$ cat src/rtl/seg7_pkg.sv
// Shared constants and the hex-to-segment decode used by the scan driver.
// Segment vectors are active-low and ordered {g,f,e,d,c,b,a}.
package seg7_pkg;

    // All segments off (active-low).
    localparam logic [6:0] SEG_BLANK = 7'h7F;

    // Decode table, element n is the pattern for hex value n.
    localparam logic [15:0][6:0] SEG_TABLE = {
        7'h0E, 7'h06, 7'h21, 7'h46,   // F E d C
        7'h03, 7'h08, 7'h10, 7'h00,   // b A 9 8
        7'h78, 7'h02, 7'h12, 7'h19,   // 7 6 5 4
        7'h30, 7'h24, 7'h79, 7'h40    // 3 2 1 0
    };

    function automatic logic [6:0] seg7_decode(input logic [3:0] value);
        return SEG_TABLE[value];
    endfunction

endpackage

$ cat src/rtl/seg7_scan_driver_if.sv
// Display interface: digit data and attributes from the timekeeping/alarm
// datapath (master side) and the multiplexed display pins (slave side drives).
interface seg7_scan_driver_if #(
    parameter int NUM_DIGITS = 8
);
    logic [4*NUM_DIGITS-1:0] digits;
    logic [NUM_DIGITS-1:0]   digit_en;
    logic [NUM_DIGITS-1:0]   blink_mask;
    logic [NUM_DIGITS-1:0]   dp_in;
    logic                    lz_en;
    logic [6:0]              seg;
    logic                    dp;
    logic [NUM_DIGITS-1:0]   an;

    modport master (
        output digits, digit_en, blink_mask, dp_in, lz_en,
        input  seg, dp, an
    );

    modport slave (
        input  digits, digit_en, blink_mask, dp_in, lz_en,
        output seg, dp, an
    );
endinterface

$ cat src/rtl/hex_to_seg7.sv
// Combinational hex digit to active-low 7-segment decoder with blanking.
module hex_to_seg7
    import seg7_pkg::*;
(
    input  logic [3:0] value,
    input  logic       blank,
    output logic [6:0] seg
);

    assign seg = blank ? SEG_BLANK : seg7_decode(value);

endmodule

$ cat src/rtl/seg7_scan_driver.sv
// Multiplexed 7-segment scan driver: one active-low anode at a time, a dead
// time at the start of each slot against ghosting, per-digit blank/blink,
// leading-zero suppression and frame-coherent shadowing of all inputs.
module seg7_scan_driver
    import seg7_pkg::*;
#(
    parameter int NUM_DIGITS = 8,
    parameter int SCAN_DIV   = 100000,
    parameter int DEAD_CYC   = 4,
    parameter int BLINK_DIV  = 25000000
) (
    input  logic               clk,
    input  logic               rst_n,
    seg7_scan_driver_if.slave  disp
);

    localparam int SLOT_W  = (SCAN_DIV  > 1) ? $clog2(SCAN_DIV)  : 1;
    localparam int IDX_W   = (NUM_DIGITS > 1) ? $clog2(NUM_DIGITS) : 1;
    localparam int BLINK_W = (BLINK_DIV > 1) ? $clog2(BLINK_DIV) : 1;

    localparam logic [SLOT_W-1:0]  SLOT_LAST  = SLOT_W'(SCAN_DIV - 1);
    localparam logic [IDX_W-1:0]   IDX_LAST   = IDX_W'(NUM_DIGITS - 1);
    localparam logic [BLINK_W-1:0] BLINK_LAST = BLINK_W'(BLINK_DIV - 1);

    // Scan and blink timing state.
    logic [SLOT_W-1:0]  slot_cnt_q,  slot_cnt_d;
    logic [IDX_W-1:0]   idx_q,       idx_d;
    logic [BLINK_W-1:0] blink_cnt_q, blink_cnt_d;
    logic               blink_phase_q, blink_phase_d;

    // Frame shadows of the datapath inputs.
    logic [4*NUM_DIGITS-1:0] digits_q;
    logic [NUM_DIGITS-1:0]   digit_en_q;
    logic [NUM_DIGITS-1:0]   blink_mask_q;
    logic [NUM_DIGITS-1:0]   dp_in_q;
    logic                    lz_en_q;

    // Registered display pins.
    logic [NUM_DIGITS-1:0] an_q,  an_d;
    logic [6:0]            seg_q, seg_d;
    logic                  dp_q,  dp_d;

    logic                  slot_wrap;
    logic                  frame_wrap;
    logic                  blink_wrap;
    logic                  in_dead;
    logic [NUM_DIGITS-1:0] lz_blank;
    logic [3:0]            cur_val;
    logic                  visible;
    logic [6:0]            dec_seg;

    assign slot_wrap  = (slot_cnt_q == SLOT_LAST);
    assign frame_wrap = slot_wrap && (idx_q == IDX_LAST);
    assign blink_wrap = (blink_cnt_q == BLINK_LAST);

    if (DEAD_CYC == 0) begin : g_no_dead
        assign in_dead = 1'b0;
    end else begin : g_dead
        assign in_dead = (slot_cnt_q < SLOT_W'(DEAD_CYC));
    end

    // Next-state of the slot counter, digit index and free-running blink timer.
    always_comb begin
        // NOTE: every always_comb output gets a default first so no path can infer a latch.
        slot_cnt_d    = slot_wrap ? '0 : slot_cnt_q + SLOT_W'(1);
        idx_d         = idx_q;
        blink_cnt_d   = blink_wrap ? '0 : blink_cnt_q + BLINK_W'(1);
        blink_phase_d = blink_phase_q ^ blink_wrap;
        if (slot_wrap) begin
            idx_d = (idx_q == IDX_LAST) ? '0 : idx_q + IDX_W'(1);
        end
    end

    // Scan and blink timing registers.
    always_ff @(posedge clk or negedge rst_n) begin
        if (!rst_n) begin
            slot_cnt_q    <= '0;
            idx_q         <= '0;
            blink_cnt_q   <= '0;
            blink_phase_q <= 1'b0;
        end else begin
            // NOTE: sequential state uses non-blocking assignments so all flops see pre-edge values.
            slot_cnt_q    <= slot_cnt_d;
            idx_q         <= idx_d;
            blink_cnt_q   <= blink_cnt_d;
            blink_phase_q <= blink_phase_d;
        end
    end

    // Capture all inputs once per frame, as the index wraps back to digit 0.
    always_ff @(posedge clk or negedge rst_n) begin
        if (!rst_n) begin
            // NOTE: shadows are reset so the first frame after reset is defined (all blank).
            digits_q     <= '0;
            digit_en_q   <= '0;
            blink_mask_q <= '0;
            dp_in_q      <= '0;
            lz_en_q      <= 1'b0;
        end else if (frame_wrap) begin
            digits_q     <= disp.digits;
            digit_en_q   <= disp.digit_en;
            blink_mask_q <= disp.blink_mask;
            dp_in_q      <= disp.dp_in;
            lz_en_q      <= disp.lz_en;
        end
    end

    // Leading-zero map: a digit is suppressed when it is zero and every digit
    // above it is zero or disabled; digit 0 always stays visible.
    always_comb begin
        logic upper_clear;
        lz_blank    = '0;
        upper_clear = 1'b1;
        for (int i = NUM_DIGITS - 1; i >= 1; i--) begin
            lz_blank[i] = lz_en_q && upper_clear && (digits_q[4*i +: 4] == 4'h0);
            upper_clear = upper_clear &&
                          ((digits_q[4*i +: 4] == 4'h0) || !digit_en_q[i]);
        end
    end

    assign cur_val = digits_q[{idx_q, 2'b00} +: 4];
    assign visible = digit_en_q[idx_q]
                   & ~(blink_mask_q[idx_q] & blink_phase_q)
                   & ~lz_blank[idx_q];

    hex_to_seg7 u_hex_to_seg7 (
        .value (cur_val),
        .blank (~visible),
        .seg   (dec_seg)
    );

    // Pin values for the current slot: all dark in the dead time, else the
    // indexed anode with the decoded (or blanked) digit.
    always_comb begin
        an_d  = '1;
        seg_d = SEG_BLANK;
        dp_d  = 1'b1;
        if (!in_dead) begin
            an_d  = ~(NUM_DIGITS'(1) << idx_q);
            seg_d = dec_seg;
            dp_d  = visible ? ~dp_in_q[idx_q] : 1'b1;
        end
    end

    // Registered outputs, one cycle behind the counter state they reflect.
    always_ff @(posedge clk or negedge rst_n) begin
        if (!rst_n) begin
            an_q  <= '1;
            seg_q <= SEG_BLANK;
            dp_q  <= 1'b1;
        end else begin
            an_q  <= an_d;
            seg_q <= seg_d;
            dp_q  <= dp_d;
        end
    end

    assign disp.an  = an_q;
    assign disp.seg = seg_q;
    assign disp.dp  = dp_q;

endmodule

$ cat src/flat_wrapper.sv
// flat-port wrapper written by rule: the top's interface ports become plain ports
module seg7_scan_driver_flat import seg7_pkg::*;
#(
    parameter int NUM_DIGITS = 8,
    parameter int SCAN_DIV   = 100000,
    parameter int DEAD_CYC   = 4,
    parameter int BLINK_DIV  = 25000000
)
  (clk, rst_n, disp_digits, disp_digit_en, disp_blink_mask, disp_dp_in, disp_lz_en, disp_seg, disp_dp, disp_an);
  seg7_scan_driver_if #(.NUM_DIGITS(NUM_DIGITS)) disp_i ();
  input  logic clk;
  input  logic rst_n;
  input wire logic [$bits(disp_i.digits)-1:0] disp_digits;
  input wire logic [$bits(disp_i.digit_en)-1:0] disp_digit_en;
  input wire logic [$bits(disp_i.blink_mask)-1:0] disp_blink_mask;
  input wire logic [$bits(disp_i.dp_in)-1:0] disp_dp_in;
  input wire logic [$bits(disp_i.lz_en)-1:0] disp_lz_en;
  output wire logic [$bits(disp_i.seg)-1:0] disp_seg;
  output wire logic [$bits(disp_i.dp)-1:0] disp_dp;
  output wire logic [$bits(disp_i.an)-1:0] disp_an;
  assign disp_i.digits = disp_digits;
  assign disp_i.digit_en = disp_digit_en;
  assign disp_i.blink_mask = disp_blink_mask;
  assign disp_i.dp_in = disp_dp_in;
  assign disp_i.lz_en = disp_lz_en;
  assign disp_seg = disp_i.seg;
  assign disp_dp = disp_i.dp;
  assign disp_an = disp_i.an;
  seg7_scan_driver #(.NUM_DIGITS(NUM_DIGITS), .SCAN_DIV(SCAN_DIV), .DEAD_CYC(DEAD_CYC), .BLINK_DIV(BLINK_DIV)) u_core (.clk(clk), .rst_n(rst_n), .disp(disp_i));
endmodule
$ cat config.mk
export PLATFORM = sky130hd
export DESIGN_NAME = seg7_scan_driver_flat
export DESIGN_NICKNAME = d
export VERILOG_FILES = /design/src/rtl/seg7_pkg.sv /design/src/rtl/seg7_scan_driver_if.sv /design/src/rtl/hex_to_seg7.sv /design/src/rtl/seg7_scan_driver.sv /design/src/flat_wrapper.sv
export SDC_FILE = /design/constraint.sdc
export NUM_CORES = 1
export LEC_CHECK = 0
export ABC_AREA = 1
export ABC_CLOCK_PERIOD_IN_PS = 2800
export CAP_MARGIN = 5
export CORE_AREA = 2 2 107 119
export DETAILED_ROUTE_END_ITERATION = 10
export DIE_AREA = 0 0 109 121
export PLACE_DENSITY = 0.84
export SLEW_MARGIN = 20
export SYNTH_ARGS = -nofsm -noshare
export SYNTH_HDL_FRONTEND = slang
export SYNTH_SLANG_ARGS = --single-unit
$ cat constraint.sdc
create_clock -name clk -period 2.8 [get_ports clk]
set_clock_uncertainty 0.1 [all_clocks]
set_input_delay 0.56 -clock clk [delete_from_list [all_inputs] [get_ports clk]]
set_output_delay 0.56 -clock clk [all_outputs]
set_load 0.005 [all_outputs]
# [Word level (Yosys, flattened, before mapping)]
# Memory sizes are Yosys's and may differ from the RTL's.
# Index checks and enable logic that the tools add are counted.
[classes] addsub=3 magnitude_cmp=3 n_eq_ne=3 shifts=2 n_mux=17 bitwise=8 reduce_logical=38
[op_table] operator="indexed part select 32 x 6 -> 4 bit" n=1
[op_table] operator="zero test 4 bit" n=7
[op_table] operator="adder 25 x 1 -> 25 bit, second input constant" n=1
[op_table] operator="== test 25 bit, second input constant" n=1
[op_table] operator="two-way mux 25 bit" n=1
[op_table] operator="two-way mux 7 bit" n=3
[op_table] operator="logical AND 1 bit" n=19
[op_table] operator="adder 17 x 1 -> 17 bit, second input constant" n=1
[op_table] operator="== test 17 bit, second input constant" n=1
[op_table] operator="< comparator 17 x 3 -> 1 bit, second input constant" n=1
[op_table] operator="two-way mux 17 bit" n=1
[op_table] operator="binary-select mux 1 bit (select 3 bit)" n=4
[op_table] operator="two-way mux 8 bit" n=1
[op_table] operator="inverter 8 bit" n=1
[op_table] operator="<< shifter 1 x 3 -> 8 bit, first input constant" n=1
[op_table] operator="zero test 1 bit" n=6
[op_table] operator="logical OR 1 bit" n=6
[op_table] operator="two-way mux 1 bit" n=6
[op_table] operator="< comparator 4 x 5 -> 1 bit, second input constant" n=1
[op_table] operator="< comparator 3 x 4 -> 1 bit, second input constant" n=1
[op_table] operator="adder 3 x 1 -> 3 bit, second input constant" n=1
[op_table] operator="bitwise AND 1 bit" n=3
[op_table] operator="== test 3 bit, second input constant" n=1
[op_table] operator="two-way mux 3 bit" n=1
[op_table] operator="other kinds (2)" n=4
[totals] ff_bits=119 mem_bits_ro=112 inputBits=59 out_inout_bits=16 word_cells=87 mem_count=1
[memory_table] memory="(no name shown)" depth=16 width=7 rd=1 rd_clocked_by_memory_dff=0 write_ports=0 line_no="seg7_pkg.sv:17" source="return SEG_TABLE[value];"

# [Longest topological paths before layout]
[logic_depth] ltp_word=15 depth_mapped=14 ltp_nobuf=13

# [Hierarchy]
# A second synthesis with hierarchy kept.
[hier_totals] cells_unflattened=790 area_unflattened_um2=6316.1
[modules_own_cells] mod="seg7_scan_driver" n_inst=1 cells_per_inst=739 area_per_inst_um2=6022.0
[modules_own_cells] mod="hex_to_seg7" n_inst=1 cells_per_inst=51 area_per_inst_um2=294.0

# [Worst setup path before layout]
# OpenSTA, ideal clock, no wires.
[synth_path] path_type="flip-flop to flip-flop" start="register u_core.idx_q[1]" end="register u_core.seg_q[3] (netlist: u_core.disp.seg[3])" setup_ns=0.085 t_arrival_ns=1.749 t_required_ns=2.615 slack_ns=0.865 path_stages_with_launch=13 path_buffers=2 synth_period_minus_slack_ns=1.935 path_cell_list="dfrtp_1 > buf_2 > inv_2 > buf_2 > nand3_1 > nand3_1 > nand2_1 > ha_1 > nand3_1 > nand3_1 > nand2_1 > nor2_1 > nand2_1"
[synth_via] elab_chain_cells=8 elab_cells_between_ends=16 cone_classes="shift (1); mux (9); bitwise (5); memory (1)"
[synth_rtl] item="start, declared" line_no="seg7_scan_driver.sv:27" source="logic [IDX_W-1:0] idx_q, idx_d;"
[synth_rtl] item="start signal, assigned" line_no="seg7_scan_driver.sv:84" source="idx_q <= idx_d;"
[synth_rtl] item="branches (longest 6 deep; another with memory (16 x 7 bit))"
[synth_rtl] item="two-way mux 7 bit *" line_no="hex_to_seg7.sv:10" source="assign seg = blank ? SEG_BLANK : seg7_decode(value);"
[synth_rtl] item="two-way mux 7 bit *" line_no="seg7_scan_driver.sv:138" source="if (!in_dead) begin"
[synth_rtl] item="via u_core.seg_d[3]" line_no="seg7_scan_driver.sv:40" source="logic [6:0] seg_q, seg_d;"
[synth_rtl] item="end signal, assigned" line_no="seg7_scan_driver.sv:153" source="seg_q <= seg_d;"
[synth_rtl] item="end, declared" line_no="seg7_scan_driver.sv:40"
# Mark *: on every way through the listed nets, which the timed path passes. The select of a mux whose other input is x is not followed.
# A chain may end at the register's enable or synchronous reset.

# [Worst setup path after layout]
[layout_path] start="register u_core.idx_q[0]" end="register u_core.seg_q[3] (netlist: u_core.disp.seg[3])"
# The elaborated chain is that of the path after synthesis.

==> reports/metrics.csv <==
stage;metric;value;unit
outcome;outcome;complete, no violations;
die;row cnt;42;
clock_network;CTS root buf;clkbuf_16;
timing;final setup margin;0.4775;ns
synth;top cell type by total area after synthesis;dfrtp_1;
grt;GRT Total Usage;24.58;%
grt;vias in the first global route;5231;
synth;count leader, synth;nand2_1;
clock_network;Worst-path clk slew;0.05;ns
timing;Relative slew margins;66.32;%
grt;largest net degree at the start of global routing;70;
critical_path;Largest stage delay, worst path;0.53;ns
hold_path;Worst Hold Class;in2async;
routing;Post-Route WL;14630;um
synth;ys async rst share;100.0;%
cells_and_area;Nets;949;
routing;Pre-Repair DR Iteration Count;5;
critical_path;worst-path maximum fanout;27;
synth;YS warnings;0;
routing;routed length per instance;14.03;um
placement;final RePlAce weighted congestion;0.8722;
critical_path;Crit Path Category;reg2reg;
power;Power, Total;3.939;mW
clock_network;Sink Count;119;
critical_path;CP Data Required Time;3.03;ns
critical_path;CP top delay family;simple AND/OR/NAND/NOR gates;
clock_network;Clock Latency Late Sink;0.42;ns
timing;final setup fails;0;
timing;Tmin final;2.323;ns
routing;Avg Vias per Cell;5.212;
critical_path;CP cell instances;buf_4 -> nand2_1 -> nand3_1 -> nand3_1 -> nand2_1 -> inv_1 -> ha_1 -> nand3_1 -> nand2_1 -> nand2_1 -> nand2_1 -> nor2_1 -> nand2_1;
critical_path;buffer and inverter count on the worst path;2;
clock_network;CTS tree;done;
routing;Post-route DRC;0;
synth;count of cell types in the netlist;37;
die;Die W;109;um
synth;Synth top area share;39.81;%
placement;PortBufs;74;
die;die area;0.01319;sq mm
critical_path;CP Capture Type;flop;
timing;setup_tns;0;ns
critical_path;CP most frequent cell;nand2_1;
placement;hpwl dp;10570;um
timing;RSZ-0062 raised after global routing;no;
routing;Antenna Violating Nets Remaining;0;
grt;grt total ovfl;0;
timing;Final Cycle Share;82.95;%
routing;Detailed Route Iter0 Violations;341;
power;Pwr per Cell Area;501.3;mW/mm^2
synth;Cells after Synth;800;
clock_network;Hold Buf Count CTS;0;
cells_and_area;area grow syn2layout;21.38;%
timing;Slew @ Worst Pin;0.5037;ns
clock_network;clk buf depth;2;
grt;first-pass GRT wire length;24960;um
clock_network;post_cts resized;0;
cells_and_area;Fillers;956;
cells_and_area;share of cells above drive strength 1;14.62;%
clock_network;cts bufs inserted;17;
synth;Post-Syn Area;0.006474;sq mm
placement;pre-CTS setup slack;0.4134;ns
critical_path;CP max stage cell;dfrtp_2;
power;Leakage;3.633;nW
synth;most frequent cells after synthesis;nand2_1, dfrtp_1, inv_1;
critical_path;startpoint types;flop;
synth;main area contributors after synthesis;dfrtp_1, nand2_1, dfstp_2, inv_1, nand3_1;
timing;Slew Viols, Final;0;
routing;via count;5436;
grt;initial antenna violation count;0;
critical_path;Worst Path Arrival;2.55;ns
clock_network;setup repair bufs after CTS;0;
synth;Post-synth EDFFs;0;
die;Initial Utilization;54.27;%
job;max_cap viols;0;
critical_path;R2R Setup Slk;0.48;ns
die;chip height;121;um
timing;final hold vios;0;
power;Worst IR Drop VDD;0.3899;mV
synth;post-synthesis sequential area ratio;46.31;%
synth;mean post-synth cell area;8.092;sq um
timing;Max Clock Freq;430.6;MHz
die;IO Pins;75;
placement;Placed Cells;1011;
synth;Post-synth top flop;dfrtp_1;
synth;FF+latch count, synth;119;
cells_and_area;count of non-filler cells in the finished layout;1043;
cells_and_area;antenna fix cells;0;
clock_network;H-tree depth;4;
synth;Mapped Nets;873;
die;CORE AREA;0.01193;sq mm
-- sequential cells by signal, indices dropped and copies added (netlist names), 3 cells and up --
signal and flops:
u_core.disp.seg 7, u_core.digits_q 32, u_core.dp_in_q 8, u_core.digit_en_q 8
u_core.idx_q 3, u_core.blink_cnt_q 25, u_core.blink_mask_q 8, u_core.disp.an 8
u_core.slot_cnt_q 17
-- layer usage --
metal | share of wire [%] | GRT usage, % | vias to the layer above
met2 | 48 | 38.08 | 188
met5 | 0 | 0 | -
met3 | 5.9 | 4.780 | 24
met4 | 2.1 | 9.936 | 0
li1 | - | - | 2701
met1 | 44 | 33.84 | 2523
-- worst paths after layout --
| path | start | to | depth (start not counted) |
|---|---|---|---|
| max | u_core.idx_q[0] | u_core.disp.seg[3] | 13 |
| min | rst_n | u_core.digits_q[11] | 1 |
| max reg2reg | u_core.idx_q[0] | u_core.disp.seg[3] | 13 |
| min reg2reg | u_core.slot_cnt_q[0] | u_core.slot_cnt_q[0] | 1 |
| max in group asynchronous | rst_n | u_core.disp.an[6] | 2 |
| min in group clk | u_core.slot_cnt_q[0] | u_core.slot_cnt_q[0] | 1 |
-- cell usage in the layout (no fill, tap or decap), types with 2 or more instances in the layout --
cell type	netlist	layout
nor2_1	76	76
xnor2_1	4	4
o21ai_0	39	39
xor2_1	21	21
o211ai_1	4	4
clkdlybuf4s50_1	0	73
inv_1	102	102
nand2_2	32	32
nor3_1	19	19
o21ai_1	13	13
nor2_2	2	2
dfrtp_1	103	102
nand2_1	186	186
bufinv_16	0	2
a21oi_1	15	15
clkinv_2	0	5
ha_1	14	14
buf_4	5	7
clkbuf_16	0	17
dfstp_2	16	16
clkbuf_8	0	2
inv_2	5	4
nand3_1	60	60
o21ai_2	30	30
buf_12	0	2
clkbuf_1	3	4
nand4_1	21	21
-- final cells by class --
type	instances	area, sq um	share of cell area, %
Clock buffer	23	467.9	5.955
Clock inverter	9	101.3	1.290
Inverter	108	407.9	5.191
Multi-Input combinational cell	548	2865	36.46
Sequential cell	119	2999	38.17
Tap cell	154	192.7	2.452
Timing Repair Buffer	82	823.3	10.48
-- report_power, final --
group	switching, mW	internal, mW
clock network	0.747	1.35
logic	0.0487	0.0738
registers	0	1.72
total	0.796	3.14
-- through the flow --
step / util [%] / hold slack, ns / instance area [sq um]
floorplan: - / 0.1644 / 6474
global route: 65.87 / 0.03710 / 7858
CTS: 65.84 / 0.006287 / 7854
finish: 65.87 / 0.006181 / 7858
detailed placement: 61.07 / 0.3527 / 7284
global placement: 61.07 / 0.3442 / 7284
-- cells by family (layout without fill, tap and decap cells) --
| kind of cell | count (synthesis) | count (layout) | synth area share, % |
|---|---|---|---|
| fa+ha+maj | 14 | 14 | 2.706 |
| flops | 119 | 119 | 46.31 |
| buf+inv | 133 | 222 | 9.432 |
| compound gates | 105 | 105 | 10.19 |
| xor+xnor | 25 | 25 | 3.382 |
| simple gates | 404 | 404 | 27.99 |
No activity file was read; power rests on OpenSTA's default activity.
